==> src/rtl/y_sig_misr.sv <==
// rtl/y_sig_misr.sv - multiple-input signature register over a wide result bus
//
// Compresses SAMPLES beats of the result vector y into a SIG_W-bit signature.
// Each accepted beat XOR-folds y into SIG_W bits. The running signature is
// shifted left one bit, reduced by POLY when its MSB was set, and XORed with
// the fold.
//
// Ports:
//   clk        in   single clock, all state changes on posedge
//   rst        in   synchronous active-high reset
//   start      in   begin a run (honoured in IDLE and DONE, ignored in RUN)
//   in_valid   in   y carries a sample this cycle
//   y          in   [DATA_W] result vector being compressed
//   busy       out  high while in RUN
//   done       out  high while in DONE
//   sig        out  [SIG_W] current signature
//   count      out  [16] samples accepted in the current run
//   expect_sig in   [SIG_W] reference signature  (only with Y_SIG_MISR_CMP_EN)
//   match      out  final sig == expect_sig       (only with Y_SIG_MISR_CMP_EN)
//
// Optional feature macro: Y_SIG_MISR_CMP_EN adds the expect_sig/match compare.

module y_sig_misr #(
  parameter int                DATA_W  = 199,
  parameter int                SIG_W   = 32,
  parameter logic [SIG_W-1:0]  POLY    = 32'h04C11DB7,
  parameter logic [SIG_W-1:0]  SEED    = 32'hFFFFFFFF,
  parameter int                SAMPLES = 21
) (
  input  logic              clk,
  input  logic              rst,
  input  logic              start,
  input  logic              in_valid,
  input  logic [DATA_W-1:0] y,
  output logic              busy,
  output logic              done,
  output logic [SIG_W-1:0]  sig,
  output logic [15:0]       count
`ifdef Y_SIG_MISR_CMP_EN
  ,
  input  logic [SIG_W-1:0]  expect_sig,
  output logic              match
`endif
);

  // y is zero-extended to a whole number of SIG_W slices before folding.
  localparam int NSL   = (DATA_W + SIG_W - 1) / SIG_W;
  localparam int EXT_W = NSL * SIG_W;

  // Index of the final beat, compared against count before the increment.
  localparam logic [15:0] LAST_IDX = 16'(SAMPLES - 1);

  // The encoding puts busy on bit 0 and done on bit 1. Both outputs are
  // therefore straight decodes of state flops.
  typedef enum logic [1:0] {
    IDLE = 2'b00,
    RUN  = 2'b01,
    DONE = 2'b10
  } state_t;

  state_t state;
  state_t state_next;

  logic [EXT_W-1:0] y_ext;
  logic [SIG_W-1:0] fold;
  logic [SIG_W-1:0] sig_next;
  logic             accept;
  logic             last_beat;
  logic             restart;

  // ------------------------------------------------------------------
  // Fold and signature step
  // ------------------------------------------------------------------
  always_comb begin
    y_ext             = '0;
    y_ext[DATA_W-1:0] = y;
  end

  always_comb begin
    fold = '0;
    for (int k = 0; k < NSL; k++) begin
      fold = fold ^ y_ext[k*SIG_W +: SIG_W];
    end
  end

  always_comb begin
    sig_next = {sig[SIG_W-2:0], 1'b0} ^ (sig[SIG_W-1] ? POLY : '0) ^ fold;
  end

  // A beat is only taken in RUN. start is ignored in RUN, so a restart can
  // only come from IDLE or DONE, and any in_valid on that edge is dropped.
  assign accept    = (state == RUN) && in_valid;
  assign last_beat = accept && (count == LAST_IDX);
  assign restart   = (state != RUN) && start;

  // ------------------------------------------------------------------
  // FSM: state register
  // ------------------------------------------------------------------
  always_ff @(posedge clk) begin
    if (rst) begin
      state <= IDLE;
    end else begin
      state <= state_next;
    end
  end

  // ------------------------------------------------------------------
  // FSM: next-state logic
  // ------------------------------------------------------------------
  always_comb begin
    state_next = state;
    case (state)
      IDLE:    if (start)     state_next = RUN;
      RUN:     if (last_beat) state_next = DONE;
      DONE:    if (start)     state_next = RUN;
      default:                state_next = IDLE;
    endcase
  end

  // ------------------------------------------------------------------
  // FSM: outputs (decoded from the state register)
  // ------------------------------------------------------------------
  always_comb begin
    busy = (state == RUN);
    done = (state == DONE);
  end

  // ------------------------------------------------------------------
  // Signature and beat counter
  // ------------------------------------------------------------------
  // count stops at SAMPLES because the FSM leaves RUN on that beat.
  always_ff @(posedge clk) begin
    if (rst) begin
      sig   <= SEED;
      count <= '0;
    end else if (restart) begin
      sig   <= SEED;
      count <= '0;
    end else if (accept) begin
      sig   <= sig_next;
      count <= count + 16'd1;
    end
  end

`ifdef Y_SIG_MISR_CMP_EN
  // The compare uses sig_next, which is the value sig takes on the
  // DONE-entry edge. match then holds until the next start.
  always_ff @(posedge clk) begin
    if (rst) begin
      match <= 1'b0;
    end else if (restart) begin
      match <= 1'b0;
    end else if (last_beat) begin
      match <= (sig_next == expect_sig);
    end
  end
`endif

  // ------------------------------------------------------------------
  // Invariants
  // ------------------------------------------------------------------
  a_busy_done_excl : assert property (@(posedge clk) disable iff (rst)
    !(busy && done));

  a_count_bound : assert property (@(posedge clk) disable iff (rst)
    count <= 16'(SAMPLES));

  a_done_count : assert property (@(posedge clk) disable iff (rst)
    done |-> (count == 16'(SAMPLES)));

endmodule
==> config.mk <==
export PLATFORM = sky130hd
export DESIGN_NAME = y_sig_misr
export DESIGN_NICKNAME = d
export VERILOG_FILES = /design/src/rtl/y_sig_misr.sv
export SDC_FILE = /design/constraint.sdc
export NUM_CORES = 1
export LEC_CHECK = 0
export CORE_MARGIN = 5
export CORE_UTILIZATION = 40
export DETAILED_ROUTE_END_ITERATION = 8
export PLACE_DENSITY = 0.9
export SLEW_MARGIN = 10
export SYNTH_ARGS = -nofsm -noshare
export SYNTH_HDL_FRONTEND = slang
export SYNTH_SLANG_ARGS = --single-unit
==> constraint.sdc <==
create_clock -name clk -period 2.9 [get_ports clk]
set_input_delay 0.58 -clock clk [delete_from_list [all_inputs] [get_ports clk]]
set_output_delay 0.58 -clock clk [all_outputs]
set_load 0.02 [all_outputs]
=== After elaboration in Yosys (flattened, before gate mapping) ===
Index checks and enable logic that the tools add are counted.

* Flip-flop bits (word level): 50
* Input port bits: 203
* Output and inout port bits: 50
* Word-level logic and storage cells: 29

* Add/subtract/negate cells: 1
* Equality and inequality tests: 6
* Multiplexer cells: 4
* Bitwise gates (word level): 8
* Reduce and logical (&&, ||, !) cells: 7

{| class="wikitable"
|+ Operators by type and width
! operator !! count
|-
| XOR 32 bit || 6
|-
| XOR 32 x 27 -> 32 bit || 1
|-
| XOR 32 x 7 -> 32 bit || 1
|-
| 2-to-1 mux 27 bit || 1
|-
| adder 16 x 1 -> 16 bit, second input constant || 1
|-
| == test 16 x 5 -> 1 bit, second input constant || 1
|-
| inequality test 2 x 1 -> 1 bit, second input constant || 3
|-
| 2-to-1 mux 2 bit || 2
|-
| case mux 2 bit (2 select lines) || 1
|-
| OR reduction 2 bit || 2
|-
| logical AND 1 bit || 3
|-
| == test 2 x 1 -> 1 bit, second input constant || 1
|-
| == test 2 bit, second input constant || 1
|-
| logical NOT 2 bit || 1
|-
| AND reduction 2 bit || 1
|}

=== Logic depth before layout (Yosys ltp) ===
Gate-level depths: netlist of the first run.

* Depth after elaboration: 7
* Depth in mapped cells: 7
* Depth with buffers taken out: 6

=== Worst setup path after synthesis of the first run ===
Ideal clock, no wire load.

* Path kind: register to register
* Start point: register count[0]
* End point: register count[14]
* Library setup time: 0.060 ns
* Arrival time: 2.015 ns
* Data required time: 2.840 ns
* Slack: 0.825 ns
* Stages on the path, launching flop included: 6
* Buffers on the path: 0
* Clock period less this slack: 2.075 ns
* Cell sequence: dfxtp_1 ha_1 nand4b_1 or4_1 or4_1 nand2_1

* Word-level cells in the longest chain between the ends: 1

{| class="wikitable"
|+ Ends and longest elaborated chain
! what !! line !! source
|-
| start: declaration || 38 || <nowiki>output logic [15:0] count</nowiki>
|-
| start signal: assignment || 141 || <nowiki>count <= count + 16'd1;</nowiki>
|-
| adder 16 x 1 -> 16 bit || 141 ||
|}

No other way between the ends.
A chain may end at the register's enable or synchronous reset.

=== Worst setup path in the final report of the first run ===
* Start point: register state[0]
* End point: output busy

* Word-level cells in the longest chain between the ends: 1

{| class="wikitable"
|+ Ends and longest elaborated chain
! what !! line !! source
|-
| start: declaration || 61 || <nowiki>state_t state;</nowiki>
|-
| start signal: assignment || 103 || <nowiki>state <= state_next;</nowiki>
|-
| == test 2 x 1 -> 1 bit || 124 || <nowiki>busy = (state == RUN);</nowiki>
|-
| end: declaration || 35 || <nowiki>output logic busy,</nowiki>
|}

No other way between the ends.

==> metrics, run 1 <==
via count=3819; num rows=35; syn_nets=between 600 and 700; Die Y=approximately 110 um; vias in the first global route=3956; Initial Util=0.4104; TNS Setup=0 ns; 1st-pass router iterations=4; Worst-Margin Slew=0.5583 ns; CP required=approximately 2.3 ns; Max Used Layer=met4; area delta synth->final=72.91%; crit path kind=reg -> out; clk slew on worst S/H paths=roughly 0.09 ns; root buf cell=clkbuf_8; CTS Sinks=50; metal1 wirelength=around 4200 um; Netlist Area Pre-Place=0.003810 mm^2; Routed WL=12170 um; port bufs=252; asr flop ratio synth=0; Post-DRT Antenna Nets=0; Tmin final=2.361 ns; Core Footprint=0.009284 mm^2; Tcrit/Tclk final=0.8140; global-route wire length before repair=around 18000 um; Setup-failing EPs final=0; post-synthesis sequential area ratio=0.2627; reg2reg path depth=5; RSZ-0062 raised after global routing=no; Yosys warnings=0; Slew Viols, Final=0; Synth Instances=421; max frequency=423.6 MHz; Hold-fix buffers, CTS=0; Mean Syn Cell Area=9.050 um^2; flops & latches, synth=50; Post-synth EDFFs=0; Antenna Cells=0; layout cells sized above 1=0.02093; Max Cap Violations=0; Leak=2.395 nW; Slew HR=0.6264; Overflow after GRT=0; metal2 WL=6711 um; H-Tree Depth=2; Synth cell types=32; Via-to-Cell Ratio=4.786; cell depth of the worst hold path=2; post-CTS sizing=0; Remaining DRCs=0; met3 wire len=1101 um; ys flop type=dfxtp_1; post-DP HPWL=~11000 um; outcome=complete, no violations; wire per inst=15.25 um; Worst EP arrival=1.78 ns; Hold WS=0.5205 ns; cts bufs inserted=5; initial antenna violation count=0; clk buf depth=2; Fillers=697; TritonCTS clock tree=built; DR iter-0 viols=91; CP Max Fanout=6; clk_skew=0.008936 ns; Power Density=333.3 mW/mm^2; RD Place Congestion=0.8108; clk_lat worst skew=0.29 ns; Final Hold Viols=0; die area=approximately 0.012 mm^2; CP endpoint kind=output pin; largest net degree at the start of global routing=36; worst vdd ir=0.2600 mV; Post-CTS Setup Repair Bufs=0; I/O pins=253; Chip Width=between 100 and 150 um; hold crit path type=reg -> reg; global-route usage over all layers=0.1979; Worst setup SP type=flop; Layout Nets=a little under 900
## synthesized netlist by cell type (2+ instances only)
| cell | instances | area share |
|---|---|---|
| xnor2_1 | 192 | 0.44 |
| dfxtp_1 | 50 | 0.26 |
| nand2_1 | 40 | 0.039 |
| o211ai_1 | 34 | 0.067 |
| xor2_1 | 21 | 0.048 |
| clkbuf_1 | 12 | 0.012 |
| nor2_1 | 11 | 0.011 |
| a21oi_1 | 7 | 0.0092 |
| inv_1 | 7 | 0.0069 |
| nand4_1 | 7 | 0.011 |
| o21ai_0 | 4 | 0.0053 |
| xnor3_1 | 4 | 0.024 |
| nand3_1 | 3 | 0.0039 |
| nor3_1 | 3 | 0.0039 |
| or3_1 | 3 | 0.0049 |
| or4_1 | 3 | 0.0059 |
| buf_2 | 2 | 0.0026 |
| ha_1 | 2 | 0.0066 |
| nand4b_1 | 2 | 0.0046 |
| nor4_1 | 2 | 0.0033 |
## final timing paths
| path | from | endpoint | slack, ns |
|---|---|---|---|
| hold reg to reg | sig[12] | sig[12] | 0.52 |
| setup / recovery | state[0] | busy | 0.54 |
| hold / removal | sig[12] | sig[12] | 0.52 |
| setup reg to reg | count[0] | count[14] | 0.70 |
## area by class of cell
type / instances / area, um^2 / share of cell area
multi-input combinational: 350 / 2741 / 0.4161
inverter: 7 / 26.28 / 0.003989
timing repair buffer: 255 / 2545 / 0.3863
clock buffer: 6 / 82.58 / 0.01254
clock inverter: 1 / 30.03 / 0.004558
sequential: 50 / 1001 / 0.1519
tap: 129 / 161.4 / 0.02450
## per-stage QoR
stage	area (um^2)	utilization	power [mW]	instances	setup WS [ns]
CTS	6588	0.7096	2.228	798	0.5301
global placement	6475	0.6974	1.703	791	0.3528
detailed placement	6475	0.6974	1.729	791	0.2895
global route	6588	0.7096	2.320	798	0.4593
finish	6588	0.7096	2.195	798	0.5393
floorplan	3810	-	1.302	421	0.8255
## cell usage in the layout, fill, tap and decap left out, types with 3 or more instances in the layout
cell               n
or3_1              3
clkdlybuf4s50_1  252
o21ai_0            4
buf_4              3
or4_1              3
nand2_1           39
dfxtp_1           50
nand4_1            7
xnor3_1            4
nor3_1             3
xor2_1            21
nor2_1            11
inv_1              7
o211ai_1          34
xnor2_1          192
a21oi_1            6
clkbuf_8           6
nand3_1            3
## cells by family after synthesis
kind of cell	synth area share
AO/OA/AOI/OAI	0.08571
XOR/XNOR	0.5133
adder cells (fa/ha/maj)	0.006567
buffers and inverters	0.02135
flip-flops	0.2627
AND/OR/NAND/NOR	0.1103
## power breakdown
| group | switching [mW] | leakage [nW] | internal, mW | total, mW |
|---|---|---|---|---|
| Combinational | 0.362 | 1.93 | 0.611 | 0.974 |
| Clock | 0.214 | 0.0573 | 0.276 | 0.490 |
| Sequential | 0.0240 | 0.407 | 0.708 | 0.732 |
| Total | 0.600 | 2.39 | 1.60 | 2.20 |
## worst max-delay path, cell delays in order, from the launching register on
cell and delay [ns]:
dfxtp_1 0.41, or2b_1 0.32, inv_1 0.13, clkdlybuf4s50_1 0.63
## state kept, by name (all words and copies together), names as in the netlist
name	flops
sig	32
count	16
state	2
## metal layers
layer | up-vias | global-route usage
met5 | - | 0
li1 | 1876 | -
met4 | 0 | 0.03968
met1 | 1760 | 0.1990
met2 | 170 | 0.3956
met3 | 13 | 0.05939
No activity file was read; power rests on OpenSTA's default activity.
==> run 2, diff against run 1 <==
CORE_UTILIZATION = 33   (was 40)
PLACE_DENSITY = 0.8   (was 0.9)
clock period = 1.9 ns   (was 2.9 ns; I/O delays follow)
==> metrics, run 2 (same netlist as run 1, synthesis figures left out) <==
Comb power frac=0.426 (-0.018); top flop regs=sig (32), count (16), state (2); Die Y=117.5 um (+9.2%); net switching power=0.9863 mW (+64%); Chip Width=117.5 um (+9.2%); via count=3801 (-0.47%); CP Max Fanout=6 (unchanged); grt met1 use=0.1768 (-0.02217); Multi-input gate area=0.002748 mm^2 (+0.23%); Max Cap Violations=0 (unchanged); Routed WL=11680 um (-4.1%); CP endpoint kind=output pin; cts bufs inserted=5 (unchanged); H-Tree Depth=2 (unchanged); DR iter-0 viols=87 (-4.4%); CP required=1.52 ns (-0.80 ns); Power Density=517.4 mW/mm^2 (+55%); Worst EP arrival=1.43 ns (-0.35 ns); TNS Setup=0 ns (unchanged); Pint=2.529 mW (+59%); Clock Power Share=0.257 (+0.034); max frequency=551.1 MHz; global-route wire length before repair=19000 um (+3.2%); Post-CTS Setup Repair Bufs=0 (unchanged); initial antenna violation count=0 (unchanged); Tcrit/Tclk final=0.9550; Largest Register=sig; Tmin final=1.814 ns; area delta synth->final=78.36%; Hold-fix buffers, CTS=0 (unchanged); Post-DRT Antenna Nets=0 (unchanged); Remaining DRCs=0 (unchanged); RSZ-0062 raised after global routing=no; layout cells sized above 1=0.04825 (+0.02732); part of the power in registers=0.317 (-0.016); port bufs=252 (unchanged); grt met2 use=0.3105 (-0.08518); Setup-failing EPs final=0 (unchanged); root buf cell=clkbuf_16; Core Footprint=0.01137 mm^2 (+22%); Hold WS=0.5122 ns (-0.008283 ns); most common cell after layout, fill and taps aside=clkdlybuf4s50_1; clk slew on worst S/H paths=0.08 ns (about the same); register area=0.001008 mm^2 (+0.75%); most frequent cells in the layout=clkdlybuf4s50_1 (250), xnor2_1 (192), dfxtp_1 (48); switching share of power=0.2806 (+0.007262); clk_skew=0.01021 ns (+0.001277 ns); Slew Viols, Final=0 (unchanged); TritonCTS clock tree=built; RD Place Congestion=0.8677 (+7.0%); max reg flops=32 (unchanged); 1st-pass router iterations=4 (unchanged); global-route usage over all layers=0.1616 (-0.03636); Overflow after GRT=0 (unchanged); hold crit path type=reg -> reg; clk_lat worst skew=0.29 ns (about the same); met3 usage=0.04517 (-0.01422); Worst setup SP type=flop; CTS Sinks=50 (unchanged); Fillers=969 (+39%); vias in the first global route=4010 (+1.4%); Final Hold Viols=0 (unchanged); crit path kind=reg -> out; I/O pins=253 (unchanged); Slew HR=0.7433 (+0.1168); num rows=39 (+11%); placed cell count=819 (+3.5%); final cell count without fillers=827 (+3.6%); Antenna Cells=0 (unchanged); gr busiest metal=met2; Leak=2.503 nW (+4.5%); Via-to-Cell Ratio=4.596 (-4.0%); post-CTS sizing=2 (+2); Worst-Margin Slew=0.3823 ns (-0.1760 ns); largest net degree at the start of global routing=36 (unchanged); post-DP HPWL=10120 um (-3.9%); clk buf depth=2 (unchanged); Initial Util=0.3351 (-0.07528); Final Util=0.5977 (-0.1119); worst vdd ir=0.4199 mV (+61%); wire per inst=14.12 um (-7.4%); die area=0.01379 mm^2 (+19%); outcome=complete, no violations; Layout Nets=888 (+1.6%)
==> run 2: cell count changes in the layout (fill, tap and decap cells not counted), moves of 2 or more <==
| cell | change |
|---|---|
| dfxtp_4 | +2 |
| dfxtp_1 | -2 |
| dlygate4sd2_1 | +2 |
| buf_4 | +11 |
| clkdlybuf4s50_1 | -2 |
| clkbuf_16 | +5 |
| clkbuf_8 | -6 |
| buf_12 | +3 |
==> run 2: final timing paths <==
kind	from	endpoint	slack, ns	depth (start not counted)
setup reg to reg	count[3]	count[14]	0.11	4
setup / recovery	state[0]	busy	0.09	3
hold reg to reg	sig[0]	sig[0]	0.51	2
hold / removal	sig[0]	sig[0]	0.51	2
==> run 2: layout make-up <==
class	instances	area share
inverters	7	0.003867
well taps	143	0.02633
clock inverters	3	0.003498
multi-input cells	350	0.4043
repair buffers	269	0.3951
clock buffers	5	0.01841
flip-flops and latches	50	0.1484
==> run 2: power by group through the flow <==
stage / logic, mW / registers (mW) / clock network [mW]
final: 1.50 / 1.11 / 0.904
after global routing: 1.62 / 1.12 / 0.964
after CTS: 1.52 / 1.11 / 0.930
after detailed placement: 1.51 / 1.14 / 0
after global placement: 1.49 / 1.14 / 0
after floorplan: 0.816 / 1.17 / 0
==> run 2: critical path, stage by stage, from the launching register on <==
cell and delay [ns]:
dfxtp_1 0.42, or2b_1 0.27, inv_1 0.11, dlygate4sd2_1 0.36
==> run 2: routing by layer <==
| metal | wire length, um | vias up |
|---|---|---|
| met3 | 912 | 8 |
| met4 | 110 | 0 |
| li1 | - | 1905 |
| met2 | 6276 | 162 |
| met5 | 0 | - |
| met1 | 4377 | 1726 |
==> run 2: through the flow <==
stage | setup slack (ns) | instance area, um^2 | power (mW)
after floorplan | 0.02868 | 3824 | 1.985
after global placement | -0.1433 | 6649 | 2.631
after detailed placement | -0.1697 | 6649 | 2.650
after CTS | 0.07682 | 6795 | 3.565
after global routing | 0.03662 | 6795 | 3.697
final | 0.08556 | 6795 | 3.516
